File: src/rtl/pad_gpio_pkg.sv
// Purpose: shared register map, address type and helpers for the pad GPIO controller.
// Latency: n/a (declarations only).
// Backpressure: n/a.
package pad_gpio_pkg;

  localparam int unsigned DataWidth = 32;

  typedef logic [4:0] reg_addr_t;

  localparam reg_addr_t REG_DOUT    = 5'h00;
  localparam reg_addr_t REG_DIR     = 5'h04;
  localparam reg_addr_t REG_DIN     = 5'h08;
  localparam reg_addr_t REG_RISE_EN = 5'h0C;
  localparam reg_addr_t REG_FALL_EN = 5'h10;
  localparam reg_addr_t REG_STATUS  = 5'h14;
  localparam reg_addr_t REG_IRQ_EN  = 5'h18;

  // Word aligned and inside the contiguous block DOUT..IRQ_EN.
  function automatic logic addr_is_mapped(input reg_addr_t addr);
    return (addr[1:0] == 2'b00) && (addr <= REG_IRQ_EN);
  endfunction

endpackage

File: src/rtl/pad_gpio_debounce.sv
// Purpose: one pin's input path: synchroniser chain, debounce counter, filtered value, edge pulses.
// Latency: pad change sampled at edge k reaches filt_o at edge k+SyncStages-1+DebounceCycles.
// Backpressure: none; free-running every cycle.
//
// Ports:
//   clk_i, rst_i : clock, synchronous active-high reset
//   pad_i        : raw asynchronous pad value
//   filt_o       : debounced level
//   rise_o/fall_o: combinational, high in the cycle whose edge toggles filt_o 0->1 / 1->0
module pad_gpio_debounce #(
  parameter int unsigned DebounceCycles = 4,
  parameter int unsigned SyncStages     = 2
) (
  input  logic clk_i,
  input  logic rst_i,
  input  logic pad_i,
  output logic filt_o,
  output logic rise_o,
  output logic fall_o
);

  localparam int unsigned CntW = $clog2(DebounceCycles + 1);
  // One bit wider than the counter so cnt+1 never wraps before the compare.
  localparam logic [CntW:0] CntMax = (CntW + 1)'(DebounceCycles);

  logic [SyncStages-1:0] sync_q, sync_d;
  logic [CntW-1:0]       cnt_q, cnt_d;
  logic [CntW:0]         cnt_inc;
  logic                  filt_q, filt_d;
  logic                  s;

  always_comb begin
    sync_d  = {sync_q[SyncStages-2:0], pad_i};
    s       = sync_q[SyncStages-1];
    cnt_inc = {1'b0, cnt_q} + 1'b1;
    cnt_d   = '0;
    filt_d  = filt_q;
    // Any cycle where s agrees with filt restarts the count, so a glitch
    // shorter than DebounceCycles never gets through.
    if (s != filt_q) begin
      if (cnt_inc == CntMax) begin
        filt_d = ~filt_q;
      end else begin
        cnt_d = cnt_inc[CntW-1:0];
      end
    end
  end

  always_ff @(posedge clk_i) begin
    if (rst_i) begin
      sync_q <= '0;
      cnt_q  <= '0;
      filt_q <= 1'b0;
    end else begin
      sync_q <= sync_d;
      cnt_q  <= cnt_d;
      filt_q <= filt_d;
    end
  end

  assign filt_o = filt_q;
  assign rise_o = filt_d & ~filt_q;
  assign fall_o = ~filt_d & filt_q;

endmodule

File: src/rtl/pad_gpio_ctrl.sv
// Purpose: core-side controller for a bank of bidirectional pads: register file, bus response, edge IRQ.
// Latency: register response one cycle after reg_req_i; writes visible on pads the cycle after the request.
// Backpressure: none; every request is accepted and answered, bad addresses flagged via reg_error_o.
//
// Ports:
//   clk_i, rst_i                          : clock, synchronous active-high reset
//   reg_req_i/we_i/addr_i/wdata_i         : single-cycle register request
//   reg_rdata_o/rvalid_o/error_o          : registered response
//   pad_in_o, pad_oen_o (active low), pad_out_i : pad cell interface
//   irq_o                                 : level interrupt, |(STATUS & IRQ_EN)
module pad_gpio_ctrl
  import pad_gpio_pkg::*;
#(
  parameter int unsigned NumPins        = 8,
  parameter int unsigned DebounceCycles = 4,
  parameter int unsigned SyncStages     = 2
) (
  input  logic                 clk_i,
  input  logic                 rst_i,
  input  logic                 reg_req_i,
  input  logic                 reg_we_i,
  input  reg_addr_t            reg_addr_i,
  input  logic [DataWidth-1:0] reg_wdata_i,
  output logic [DataWidth-1:0] reg_rdata_o,
  output logic                 reg_rvalid_o,
  output logic                 reg_error_o,
  output logic [NumPins-1:0]   pad_in_o,
  output logic [NumPins-1:0]   pad_oen_o,
  input  logic [NumPins-1:0]   pad_out_i,
  output logic                 irq_o
);

  logic [NumPins-1:0] dout_q, dout_d;
  logic [NumPins-1:0] dir_q, dir_d;
  logic [NumPins-1:0] rise_en_q, rise_en_d;
  logic [NumPins-1:0] fall_en_q, fall_en_d;
  logic [NumPins-1:0] status_q, status_d;
  logic [NumPins-1:0] irq_en_q, irq_en_d;

  logic [DataWidth-1:0] rdata_q, rdata_d;
  logic                 rvalid_q, error_q, error_d;

  logic [NumPins-1:0] filt, rise, fall;
  logic [NumPins-1:0] wdat, status_clr, status_set;
  logic [DataWidth-1:0] rd_word;
  logic               mapped, wr_en;

  // Bits of reg_wdata_i above NumPins are intentionally ignored.
  logic unused_wdata;
  assign unused_wdata = ^reg_wdata_i;

  for (genvar i = 0; i < NumPins; i++) begin : g_pin
    pad_gpio_debounce #(
      .DebounceCycles(DebounceCycles),
      .SyncStages    (SyncStages)
    ) u_deb (
      .clk_i (clk_i),
      .rst_i (rst_i),
      .pad_i (pad_out_i[i]),
      .filt_o(filt[i]),
      .rise_o(rise[i]),
      .fall_o(fall[i])
    );
  end

  always_comb begin
    mapped = addr_is_mapped(reg_addr_i);
    wr_en  = reg_req_i & reg_we_i & mapped;
    wdat   = reg_wdata_i[NumPins-1:0];

    dout_d     = dout_q;
    dir_d      = dir_q;
    rise_en_d  = rise_en_q;
    fall_en_d  = fall_en_q;
    irq_en_d   = irq_en_q;
    status_clr = '0;

    if (wr_en) begin
      case (reg_addr_i)
        REG_DOUT:    dout_d     = wdat;
        REG_DIR:     dir_d      = wdat;
        REG_RISE_EN: rise_en_d  = wdat;
        REG_FALL_EN: fall_en_d  = wdat;
        REG_STATUS:  status_clr = wdat;
        REG_IRQ_EN:  irq_en_d   = wdat;
        default:     ;
      endcase
    end

    // Set is applied after clear so a simultaneous event is never lost.
    status_set = (rise & rise_en_q) | (fall & fall_en_q);
    status_d   = (status_q & ~status_clr) | status_set;

    // Read data comes from pre-update state.
    rd_word = '0;
    case (reg_addr_i)
      REG_DOUT:    rd_word[NumPins-1:0] = dout_q;
      REG_DIR:     rd_word[NumPins-1:0] = dir_q;
      REG_DIN:     rd_word[NumPins-1:0] = filt;
      REG_RISE_EN: rd_word[NumPins-1:0] = rise_en_q;
      REG_FALL_EN: rd_word[NumPins-1:0] = fall_en_q;
      REG_STATUS:  rd_word[NumPins-1:0] = status_q;
      REG_IRQ_EN:  rd_word[NumPins-1:0] = irq_en_q;
      default:     ;
    endcase

    rdata_d = (reg_req_i && !reg_we_i && mapped) ? rd_word : '0;
    error_d = reg_req_i & ~mapped;
  end

  always_ff @(posedge clk_i) begin
    if (rst_i) begin
      dout_q    <= '0;
      dir_q     <= '0;
      rise_en_q <= '0;
      fall_en_q <= '0;
      status_q  <= '0;
      irq_en_q  <= '0;
      rdata_q   <= '0;
      rvalid_q  <= 1'b0;
      error_q   <= 1'b0;
    end else begin
      dout_q    <= dout_d;
      dir_q     <= dir_d;
      rise_en_q <= rise_en_d;
      fall_en_q <= fall_en_d;
      status_q  <= status_d;
      irq_en_q  <= irq_en_d;
      rdata_q   <= rdata_d;
      rvalid_q  <= reg_req_i;
      error_q   <= error_d;
    end
  end

  assign reg_rdata_o  = rdata_q;
  assign reg_rvalid_o = rvalid_q;
  assign reg_error_o  = error_q;
  assign pad_in_o     = dout_q;
  assign pad_oen_o    = ~dir_q;
  assign irq_o        = |(status_q & irq_en_q);

endmodule

File: config.mk
export PLATFORM = sky130hd
export DESIGN_NAME = pad_gpio_ctrl
export DESIGN_NICKNAME = d
export VERILOG_FILES = /design/src/rtl/pad_gpio_pkg.sv /design/src/rtl/pad_gpio_debounce.sv /design/src/rtl/pad_gpio_ctrl.sv
export SDC_FILE = /design/constraint.sdc
export NUM_CORES = 1
export LEC_CHECK = 0
export ABC_AREA = 1
export ABC_CLOCK_PERIOD_IN_PS = 1700
export CORE_MARGIN = 2
export CORE_UTILIZATION = 53
export CTS_BUF_LIST = sky130_fd_sc_hd__clkbuf_8
export CTS_CLUSTER_DIAMETER = 100
export DETAILED_ROUTE_END_ITERATION = 6
export PLACE_DENSITY_LB_ADDON = 0.15
export SYNTH_ARGS = -nofsm -noshare
export SYNTH_HDL_FRONTEND = slang
export SYNTH_SLANG_ARGS = --single-unit
export TNS_END_PERCENT = 100
File: constraint.sdc
create_clock -name clk_i -period 1.7 [get_ports clk_i]
set_input_delay 0.34 -clock clk_i [delete_from_list [all_inputs] [get_ports clk_i]]
set_output_delay 0.34 -clock clk_i [all_outputs]
set_load 0.005 [all_outputs]
==> run metrics, run 1 <==
Remaining DRCs 0; most frequent cell on the critical path nand2_2; status completed; drt first-iter violations 277; vias in the first global route 4,337; Routed WL roughly 12,000 um; grt met2 use 42.6%; root buf cell clkbuf_8; post-synth top area share 42.4%; crit end category primary output; Die Wd 101 um; most area-hungry cell type in the Yosys netlist dfxtp_1; Internal 3.39 mW; Yosys Warn Count 0; initial antenna violation count 0; crit path max fanout 2; Register-to-Register Path Depth 10; Tot Pwr 4.48 mW; Total GRT Usage 23.9%; most frequent cells in the layout 118 x nand2_1, 102 x dfxtp_1, 100 x inv_1, 97 x nor2_1, 56 x a21oi_1; nets 840; largest net degree at the start of global routing 49; H-tree levels 3; switching pwr 1.09 mW; fmax 595 MHz; total CTS buffers 9; busiest grt layer met2; Max IR drop VDD 0.385 mV; Gate power share 7.2%; worst min-delay path category register to register; most common cell after layout, fill and taps aside nand2_1; detailed placement HPWL about 8600 um; Clock transition at path regs 0.11 ns; Pre-Repair DR Iteration Count 4; final worst-path setup slack 0.0198 ns; Layout Utilization 66.1%; antenna-violating nets left 0; FFs w/ async S/R, synth 0%; Cell Area, Synth 5010 um^2; Port Buffers 51; sequential power share 56.4%; site row count 35; worst endpoint required time 1.36 ns; Initial Util 54.4%; Area Growth Syn to Fin 21.5%; global-route wire length before repair 19,300 um; post-synthesis cell count 690; Max Cap Viol 0; crit-path cells nand2_2 -> nand2_2 -> a221oi_2 -> nand2_1 -> buf_2; R2R Path End status_q[6]$_SDFF_PP0_; Primary FF master, synth dfxtp_1; Hold Vio Cnt, Final 0; worst setup path end irq_o; Yosys reg bits 106; CTS tree built; cts hold-fix bufs 0; Worst EP arrival 1.34 ns; critical path startpoint category register; Global Route met1 Usage roughly 30%; WL/cell between 10 and 15 um; Avg Inst Size Synth 7.26 um^2; die area around 10,000 um^2; crit path from status_q[6]$_SDFF_PP0_; Final GP Congestion 0.890; max incr delay on CP between 0.3 and 0.4 ns; minimum clock period 1.68 ns; pwr dens roughly 740 nW/um^2; Final setup viols 0; P_leak 2.80 nW; post-place setup slack -0.265 ns; Clock power frac 36.4%; GR met3 Demand/Resource 3.45%; Clock Latency Late Sink 0.38 ns; Via density about 5.1; Ports 100; Core Region around 9200 um^2; Clock Tree Buf Depth 2; sequential fraction of the synthesis area 42.4%; main area contributors after synthesis dfxtp_1 42%, nand2_1 9.1%, inv_1 7.6%, nor2_1 7.3%, a21oi_1 5.6%; crit path kind register to primary output; Net Sw Frac 24.3%; Filler Cell Count approximately 800; Die Span Y 101 um; Worst Skew 0.00885 ns; DR vias 4,544; reg2reg start g_pin[6].u_deb.cnt_q[0]$_SDFF_PP0_; Cell variety after synth 29; ant diodes 0; Final Slew Violations 0; setup TNS 0 ns; fraction of layout cells with a size suffix above 1 11.7%; R2R Setup Slk 0.35 ns; EDFF count, synth 0; hold depth 2; Clock Sink Count approximately 110; period utilization 98.8%; RSZ-0062 raised after global routing yes; Remaining Overflow, GRT 0; CP max-delay cell dfxtp_2
[synthesized netlist by cell type, types with 3 or more instances]
cell type    n
nor2_4       4
buf_6        4
o21ai_1     31
nor2_1      97
ha_1        16
nand3_1     33
dfxtp_1    106
buf_2        3
a21oi_1     56
buf_1        3
nand2_1    121
o21ai_0     25
nand4_1     26
nor2_2       3
o211ai_1     8
clkbuf_1     7
buf_4       26
inv_2        6
inv_1      101
[through the flow]
| stage | cells | hold slack, ns | cell area (um^2) |
|---|---|---|---|
| 6_report | 891 | 0.409 | 6080 |
| 5_1_grt | 891 | 0.422 | 6080 |
| 4_1_cts | 890 | 0.412 | 6050 |
| 3_5_place_dp | 874 | 0.395 | 5840 |
| 3_3_place_gp | 874 | 0.393 | 5840 |
| 2_1_floorplan | 713 | 0.388 | 5090 |
[worst max-delay path, delay by kind of cell (launching register included)]
kind | cells | cell delay (ns)
buffers and inverters | 1 | 0.15
flip-flops | 1 | 0.34
AND/OR/NAND/NOR | 3 | 0.28
AO/OA/AOI/OAI | 1 | 0.20
[sequential cells by signal, summed over array words and instances (netlist names)]
signal / count
g_pin.u_deb.cnt_q: 24
g_pin.u_deb.sync_q: 16
dir_q: 8
fall_en_q: 8
g_pin.u_deb.filt_o: 8
irq_en_q: 8
pad_in_o: 8
reg_rdata_o: 8
rise_en_q: 8
status_q: 8
reg_error_o: 1
reg_rvalid_o: 1
[per-layer routing]
layer	routed length, um	share of wire, %	up-vias
met1	5060	44	2081
met5	0	0	-
met3	458	3.9	19
li1	-	-	2333
met4	204	1.8	0
met2	5900	51	111
[what timing repair did]
action / 4_1_cts / 5_1_grt
gates resized for setup: 6 / 10
pin swaps: 0 / 2
endpoints found under the setup margin: 1 / 2
setup buffers: 0 / 1
[kinds of logic after synthesis]
family | after synthesis | synth area share (%)
AND/OR/NAND/NOR | 295 | 26.9
buffers and inverters | 150 | 13.9
AO/OA/AOI/OAI | 122 | 12.7
flip-flops | 106 | 42.4
adder cells (fa/ha/maj) | 16 | 4.00
other | 1 | 0.0749
[area by class of cell]
type / count / area (um^2) / area share, %
clock buffer: 10 / 138 / 2.26
inverter: 107 / 402 / 6.60
timing repair buffer: 94 / 910 / 15.0
clock inverter: 6 / 71.3 / 1.17
sequential: 106 / 2130 / 35.0
multi-input combinational: 457 / 2300 / 37.8
tap: 111 / 139 / 2.28
[worst min path at each step]
stage / from / to / slack [ns]
floorplan: g_pin[0].u_deb.sync_q[0]$_SDFF_PP0_ / g_pin[0].u_deb.sync_q[1]$_SDFF_PP0_ / 0.39
global route: g_pin[4].u_deb.sync_q[0]$_SDFF_PP0_ / g_pin[4].u_deb.sync_q[1]$_SDFF_PP0_ / 0.42
global placement: g_pin[0].u_deb.sync_q[0]$_SDFF_PP0_ / g_pin[0].u_deb.sync_q[1]$_SDFF_PP0_ / 0.39
detailed placement: g_pin[0].u_deb.sync_q[0]$_SDFF_PP0_ / g_pin[0].u_deb.sync_q[1]$_SDFF_PP0_ / 0.40
finish: g_pin[0].u_deb.sync_q[0]$_SDFF_PP0_ / g_pin[0].u_deb.sync_q[1]$_SDFF_PP0_ / 0.41
CTS: g_pin[0].u_deb.sync_q[0]$_SDFF_PP0_ / g_pin[0].u_deb.sync_q[1]$_SDFF_PP0_ / 0.41
[power groups by stage]
stage	clock (mW)	combinational, mW	sequential (mW)
4_1_cts	1.67	0.320	2.53
5_1_grt	1.77	0.356	2.53
3_5_place_dp	0	0.318	2.58
2_1_floorplan	0	0.185	2.58
3_3_place_gp	0	0.313	2.58
6_report	1.63	0.323	2.53
No activity file was read; power rests on OpenSTA's default activity.
==> inputs of run 2 (changes only) <==
CTS_CLUSTER_SIZE = 25   (was unset)
==> results of run 2 <==
Same layout as run 1: the final DEF is identical, and so are final timing and power.
==> inputs of run 3 (changes only) <==
CORE_ASPECT_RATIO = 1.5   (was unset)
CORE_UTILIZATION = 35   (was 53)
==> run 3 against run 2 <==
Compared with the run above:
- critical endpoint unchanged
- register-to-register slack gained 0.02 ns
- sequential share of layout area shrank 0.23 points
- worst setup slack gained 0.034 ns
- non-clock buffer count shrank 13
- first-iteration DRC count shrank 9.4%
==> run metrics, run 3 (synthesis gave the netlist of run 1 again) <==
vias in the first global route 4,138 (was 4,337); Filler Cell Count 1,426 (was 779); most frequent cell on the critical path nand2_1 (was nand2_2); crit path max fanout 3 (was 2); critical path startpoint category register (unchanged); crit-path cells nand2_1 -> nand2_2 -> a221oi_2 -> nand2_1 -> buf_2 (was nand2_2 -> nand2_2 -> a221oi_2 -> nand2_1 -> buf_2); Hold Vio Cnt, Final 0 (unchanged); Via density 4.58 (was 5.10); Final setup viols 0 (unchanged); Clock Latency Late Sink 0.37 ns (was 0.38 ns); Worst Skew 0.0153 ns (was 0.00885 ns); fraction of layout cells with a size suffix above 1 9.78% (was 11.7%); Total GRT Usage 16.3% (was 23.9%); Max Cap Viol 0 (unchanged); crit end category primary output (unchanged); largest registers g_pin.u_deb.cnt_q: 24 flops, g_pin.u_deb.sync_q: 16 flops (unchanged); root buf cell clkbuf_8 (unchanged); Layout Utilization 43.7% (was 66.1%); worst endpoint required time 1.36 ns (about the same); placed insts 943 (was 874); Final Slew Violations 0 (unchanged); most frequent cells in the layout 119 x nand2_1, 103 x dfxtp_1, 101 x inv_1, 97 x nor2_1, 56 x a21oi_1 (was 118 x nand2_1, 102 x dfxtp_1, 100 x inv_1, 97 x nor2_1, 56 x a21oi_1); minimum clock period 1.65 ns (was 1.68 ns); Remaining Overflow, GRT 0 (unchanged); R2R Setup Slk 0.37 ns (was 0.35 ns); fmax 608 MHz (was 595 MHz); Area Growth Syn to Fin 22.2% (was 21.5%); Cell Area, Placed 5900 um^2 (was 5840 um^2); Clock Tree Buf Depth 2 (unchanged); hold slack 0.404 ns (was 0.409 ns); largest net degree at the start of global routing 49 (unchanged); die area 15,300 um^2 (was 10,200 um^2); initial antenna violation count 0 (unchanged); worst min-delay path category register to register (unchanged); Tot Pwr 4.43 mW (was 4.48 mW); Die Span Y 150 um (was 101 um); antenna-violating nets left 0 (unchanged); WL/cell 12.2 um (was 13.0 um); reg2reg start g_pin[2].u_deb.cnt_q[0]$_SDFF_PP0_ (was g_pin[6].u_deb.cnt_q[0]$_SDFF_PP0_); nets 827 (was 840); site row count 53 (was 35); detailed placement HPWL 8740 um (was 8570 um); CTS tree built (unchanged); global-route wire length before repair 19,800 um (was 19,300 um); Final Non-Filler Cells 959 (was 891); R2R Path End status_q[2]$_SDFF_PP0_ (was status_q[6]$_SDFF_PP0_); Die Wd 102 um (was 101 um); Pre-Repair DR Iteration Count 4 (unchanged); ant diodes 0 (unchanged); Port Buffers 51 (unchanged); Initial Util 35.8% (was 54.4%); Routed WL 11,700 um (was 11,600 um); Final GP Congestion 0.834 (was 0.890); status completed (unchanged); Remaining DRCs 0 (unchanged); Top reg by flops g_pin.u_deb.cnt_q (unchanged); drt first-iter violations 251 (was 277); crit path kind register to primary output (unchanged); period utilization 96.8% (was 98.8%); post-place setup slack -0.263 ns (was -0.265 ns); Core Region 14,000 um^2 (was 9200 um^2); P_leak 2.75 nW (was 2.80 nW); H-tree levels 3 (unchanged); DR vias 4,388 (was 4,544); crit path from status_q[7]$_SDFF_PP0_ (was status_q[6]$_SDFF_PP0_); CP max-delay cell dfxtp_1 (was dfxtp_2); setup bufs post-CTS 0 (unchanged); number of flip-flops in the largest register 24 (unchanged); Worst EP arrival 1.31 ns (was 1.34 ns); final worst-path setup slack 0.0541 ns (was 0.0198 ns); most common cell after layout, fill and taps aside nand2_1 (unchanged); Clock Sink Count 106 (unchanged); setup TNS 0 ns (unchanged); Clock transition at path regs 0.09 ns (was 0.11 ns); Ports 100 (unchanged); Register-to-Register Path Depth 10 (unchanged); post-route cell area 6120 um^2 (was 6080 um^2); pwr dens 724 nW/um^2 (was 737 nW/um^2); worst setup path end irq_o (unchanged); total CTS buffers 9 (unchanged); max incr delay on CP 0.34 ns (about the same); Max IR drop VDD 0.327 mV (was 0.385 mV)
run 3: cell types whose count changed in the layout (fill, tap and decap cells not counted):
cell,delta
inv_2,-1
buf_4,-16
inv_1,+1
buf_6,-1
clkinv_2,+2
nand2_2,-1
dlymetal6s2s_1,-1
dfxtp_1,+1
nand2_1,+1
buf_12,+4
dfxtp_2,-1
inv_6,-2
clkdlybuf4s50_1,+1
run 3: power breakdown:
group / switching [mW] / internal, mW
Sequential: 0.0143 / 2.51
Combinational: 0.177 / 0.133
Clock: 0.874 / 0.722
run 3: repair_timing:
item | 4_1_cts | 5_1_grt
pin swaps | 0 | 1
endpoints found under the setup margin | 1 | 1
gates resized for setup | 7 | 4
hold buffers | 0 | 0
run 3: routing by layer:
metal | vias to the layer above | routed length, um | global-route usage (%)
met5 | - | 0 | 0
met4 | 0 | 91 | 4.73
met3 | 5 | 384 | 2.74
met2 | 82 | 5970 | 29.2
met1 | 2002 | 5230 | 19.8
li1 | 2299 | - | -
run 3: worst min-delay path by stage:
stage / from / slack [ns] / depth (start not counted) / to
after detailed placement: g_pin[3].u_deb.sync_q[0]$_SDFF_PP0_ / 0.39 / 2 / g_pin[3].u_deb.sync_q[1]$_SDFF_PP0_
after CTS: g_pin[0].u_deb.sync_q[0]$_SDFF_PP0_ / 0.41 / 2 / g_pin[0].u_deb.sync_q[1]$_SDFF_PP0_
after floorplan: g_pin[0].u_deb.sync_q[0]$_SDFF_PP0_ / 0.39 / 2 / g_pin[0].u_deb.sync_q[1]$_SDFF_PP0_
final: g_pin[0].u_deb.sync_q[0]$_SDFF_PP0_ / 0.40 / 2 / g_pin[0].u_deb.sync_q[1]$_SDFF_PP0_
after global placement: g_pin[6].u_deb.sync_q[0]$_SDFF_PP0_ / 0.39 / 2 / g_pin[6].u_deb.sync_q[1]$_SDFF_PP0_
after global routing: g_pin[0].u_deb.sync_q[0]$_SDFF_PP0_ / 0.42 / 2 / g_pin[0].u_deb.sync_q[1]$_SDFF_PP0_
run 3: cell type report:
class,count,area (um^2),area share [%]
Tap cell,192,240,3.93
Inverter,107,402,6.56
Multi-Input combinational cell,457,2290,37.5
Clock buffer,10,138,2.25
Sequential cell,106,2130,34.7
Timing Repair Buffer,81,856,14.0
Clock inverter,6,63.8,1.04
run 3: worst max-delay path: cells and delay by family (launching register included):
kind	cells	cell delay, ns
flops	1	0.34
buf+inv	1	0.14
simple gates	3	0.26
compound gates	1	0.20
==> RTL change 1 (flow settings as in run 2) <==
`DataWidth`: 32 -> 24.
--- a/src/rtl/pad_gpio_pkg.sv
+++ b/src/rtl/pad_gpio_pkg.sv
@@ -5,3 +5,3 @@
 
-  localparam int unsigned DataWidth = 32;
+  localparam int unsigned DataWidth = 24;
 
Ports: changed (resized reg_rdata_o and reg_wdata_i); port bits go from 100 to 84. No check against the original RTL was run, so the function may have changed too.
==> RTL change 1 against run 2 <==
- the run now ends with setup timing left
- die area decreased by 1.2%
- area after synthesis shrank 1.2%
- routed wire length is 2.5% lower
- worst hold slack better by 0.00076 ns
- maximum frequency decreased by 1.2%
- worst setup slack worse by 0.021 ns
- first-iteration DRC count decreased by 36%
- final area decreased by 1.5%
- sequential cell count stayed put
- total power fell by 2.5%
- sequential power hardly changed
- count of clock-buffer cells in the layout is 1 higher
==> RTL change 1: results (changes against run 2) <==
* Final net count at 819 (was 840)
* First-pass GRT wire length at 19,100 µm (was 19,300 µm)
* Setup violators final at 1 (was 0)
* Post-Synth XOR/XNOR Area at 0% (unchanged)
* Vias in the first global route at 4,215 (was 4,337)
* Cell leakage power at 2.74 nW (was 2.80 nW)
* GP Congestion at 0.881 (was 0.890)
* CP arrival at 1.36 ns (was 1.34 ns)
* Ranking of synthesized cells by area: dfxtp_1 (43%), nand2_1 (9.2%), inv_1 (7.7%), nor2_1 (7.4%), a21oi_1 (5.7%) (was dfxtp_1 (42%), nand2_1 (9.1%), inv_1 (7.6%), nor2_1 (7.3%), a21oi_1 (5.6%))
* Crit Path Max Fanout at 3 (was 2)
* Final HPWL DP at 8400 µm (was 8570 µm)
* Layout cell share with drive strength beyond 1 at 10.7% (was 11.7%)
* Met2 wire len at 5710 µm (was 5900 µm)
* Run status: finished, violations left (was completed)
* Seq/Total Area, Yosys at 42.9% (was 42.4%)
* Final setup skew at 0.0109 ns (was 0.00885 ns)
* Routed len/inst at 12.9 µm (was 13.0 µm)
* VDD IR max at 0.447 mV (was 0.385 mV)
* GRT Total Usage at 23.8% (was 23.9%)
* M1 WL at 4930 µm (was 5060 µm)
* Worst-skew pair later-pin latency at 0.37 ns
* Hold Startpoint: g_pin[1].u_deb.sync_q[0]$_SDFF_PP0_ (was g_pin[0].u_deb.sync_q[0]$_SDFF_PP0_)
* Failing checks: setup timing
* # fillers at 807 (was 779)
* DR vias/cell at 5.12 (was 5.10)
* Final worst setup slack at -0.000743 ns (was 0.0198 ns)
* Adder-cell share of the synthesized area at 4.05% (was 4.00%)
* Met3 WL at 456 µm (was 458 µm)
## RTL change 1: cell count changes after synthesis
cell / before / now
buf_4: 26 / 18
## RTL change 1: final cells by class
class                           count  area [µm²]  share of cell area (%)
Clock inverter                      5        45.0                   0.752
Inverter                          107         402                    6.70
Tap cell                          111         139                    2.32
Timing Repair Buffer               89         866                    14.4
Sequential cell                   106        2120                    35.5
Multi-Input combinational cell    449        2260                    37.8
Clock buffer                       11         151                    2.53
## RTL change 1: kinds of logic (layout without fill, tap and decap cells)
kind of cell,after synthesis,after routing
buf+inv,142,212
other cells,1,16
compound gates,122,122
fa+ha+maj,16,16
flops,106,106
simple gates,295,295
## RTL change 1: per-stage QoR
step,std cells,area (µm²),TNS (ns)
3_3_place_gp,862,5780,-7.63
3_5_place_dp,862,5780,-9.95
6_report,878,5990,-0.000743
2_1_floorplan,697,5000,0
5_1_grt,878,5990,-0.0138
4_1_cts,878,5980,0
## RTL change 1: power breakdown
group / switching (mW) / leakage [nW] / internal [mW]
sequential: 0.0146 / 0.859 / 2.51
clock: 0.893 / 0.0985 / 0.637
combinational: 0.174 / 1.78 / 0.139
total: 1.08 / 2.74 / 3.29
## RTL change 1: worst paths after layout
check | slack, ns | cells after the start | endpoint
setup / recovery | -0.0007 | 5 | irq_o
hold / removal | 0.41 | 2 | g_pin[1].u_deb.sync_q[1]$_SDFF_PP0_
setup reg to reg | 0.38 | 10 | status_q[7]$_SDFF_PP0_
hold reg to reg | 0.41 | 2 | g_pin[1].u_deb.sync_q[1]$_SDFF_PP0_
## RTL change 1: tightest hold or removal path, cell delays in order, from the launching register on
cell and delay [ns]:
dfxtp_1 0.31, inv_1 0.04, nor2_1 0.03
## RTL change 1: timing repair
action                     in CTS  in global routing
gates resized for setup         6                  4
pin swaps                       1                  2
setup endpoints to repair       1                  1
## RTL change 1: layer usage
metal	vias to the layer above	GRT usage (%)
li1	2308	-
met1	2046	28.4
met2	122	42.8
met3	17	3.88
met4	0	8.85
met5	-	0
==> RTL change 2 (config.mk and constraints of run 2) <==
Made on the original files. Reset style: asynchronous (`rst_i`), changed in 2 clocked blocks. Comments in the files are not updated.
--- a/src/rtl/pad_gpio_debounce.sv
+++ b/src/rtl/pad_gpio_debounce.sv
@@ -48,3 +48,3 @@
 
-  always_ff @(posedge clk_i) begin
+  always_ff @(posedge clk_i or posedge rst_i) begin
     if (rst_i) begin
--- a/src/rtl/pad_gpio_ctrl.sv
+++ b/src/rtl/pad_gpio_ctrl.sv
@@ -110,3 +110,3 @@
 
-  always_ff @(posedge clk_i) begin
+  always_ff @(posedge clk_i or posedge rst_i) begin
     if (rst_i) begin
Formal check against the unedited RTL: differs if rst_i is asserted again (counterexample within 4 cycles, from zero or initial values and one cycle with rst_i high); with rst_i held inactive, the same outputs for 4 cycles.
==> RTL change 2 against run 2 <==
- the flow now finishes with violations (setup timing)
- worst setup slack worse by 0.051 ns
- synthesized cell count decreased by 21%
- area after synthesis is 2.0% lower
- worst hold slack worse by 0.11 ns
- critical path depth fell by 1
- final area rose by 1.5%
- critical path type unchanged
- clock skew up 0.0023 ns
- routed wire length decreased by 2.2%
- sequential cell count unchanged
Power is not compared: it rests on default switching activity, and its combinational part moved more than twofold at a synthesized area within 25%.
==> RTL change 2: results (changes against run 2) <==
* Run status: finished, violations left (was completed)
* Failing checks: setup timing
* Reg2reg end: status_q[6]$_DFF_PP0_ (was status_q[6]$_SDFF_PP0_)
* Vias in the first global route at 3,707 (was 4,337)
* Met3 usage at 3.27% (was 3.45%)
* Pre-antenna DRT Iters at 5 (was 4)
* DP Area at 0.00582 mm² (was 0.00584 mm²)
* DR vias/cell at 5.28 (was 5.10)
* Layout cell share with drive strength beyond 1 at 15.2% (was 11.7%)
* Final setup skew at 0.0111 ns (was 0.00885 ns)
* Starting DRT DRC Count at 230 (was 277)
* M1 WL at 5260 µm (was 5060 µm)
* Fin Setup TNS at -0.0309 ns (was 0 ns)
* Reg2Reg Setup Slack at 0.40 ns (was 0.35 ns)
* Largest net degree at the start of global routing at 38 (was 49)
* GP Congestion at 1.01 (was 0.890)
* Final worst setup slack at -0.0309 ns (was 0.0198 ns)
* Top cells by count, synth: nand2_1 (122), dfrtp_1 (106), nand4_1 (54), o21ai_0 (50), inv_1 (45) (was nand2_1 (121), dfxtp_1 (106), inv_1 (101), nor2_1 (97), a21oi_1 (56))
* # fillers at 708 (was 779)
* First-pass GRT wire length at 18,400 µm (was 19,300 µm)
* R2R depth at 5 (was 10)
* Synth unique cells at 30 (was 29)
* Setup violators final at 1 (was 0)
* Final HPWL DP at 8340 µm (was 8570 µm)
* Met2 GRT Util at 36.6% (was 42.6%)
* Top_reg_cell synth: dfrtp_1 (was dfxtp_1)
* CP arrival at 1.39 ns (was 1.34 ns)
* Met2 wire len at 5240 µm (was 5900 µm)
[RTL change 2: power groups by stage]
| stage | clock, mW | sequential [mW] | combinational [mW] |
|---|---|---|---|
| 6_report | 1.88 | 3.12 | 1.13 |
| 5_1_grt | 2.00 | 3.17 | 1.31 |
| 4_1_cts | 1.90 | 3.12 | 1.13 |
| 3_5_place_dp | 0 | 3.17 | 1.11 |
| 3_3_place_gp | 0 | 3.14 | 1.06 |
| 2_1_floorplan | 0 | 3.08 | 0.766 |
[RTL change 2: per-stage QoR]
step	hold WS, ns	instances
after floorplan	0.331	567
after global placement	0.333	737
after detailed placement	0.336	737
after CTS	0.305	756
after global routing	0.325	764
final	0.300	764
[RTL change 2: area by class of cell]
| cell class | count | area, µm² | area share (%) |
|---|---|---|---|
| inverters | 48 | 188 | 3.04 |
| flip-flops and latches | 106 | 2650 | 43.0 |
| well taps | 111 | 139 | 2.25 |
| clock inverters | 7 | 116 | 1.88 |
| clock buffers | 9 | 124 | 2.01 |
| repair buffers | 113 | 1060 | 17.2 |
| multi-input cells | 370 | 1900 | 30.7 |
[RTL change 2: what timing repair did]
item,4_1_cts,5_1_grt
setup endpoints to repair,4,10
setup buffers,3,8
pin swaps,2,1
gates resized for setup,9,10
[RTL change 2: kinds of logic (layout without fill, tap and decap cells)]
| kind of cell | Yosys count | after routing |
|---|---|---|
| buf+inv | 91 | 177 |
| flops | 106 | 106 |
| compound gates | 67 | 67 |
| xor+xnor | 8 | 8 |
| other cells | 1 | 24 |
| fa+ha+maj | 8 | 8 |
| simple gates | 263 | 263 |
[RTL change 2: critical path: stages (launching register included)]
cell     delay [ns]
dfrtp_1        0.39
a22o_1         0.25
a21oi_2        0.12
nand4_1        0.12
buf_2          0.15
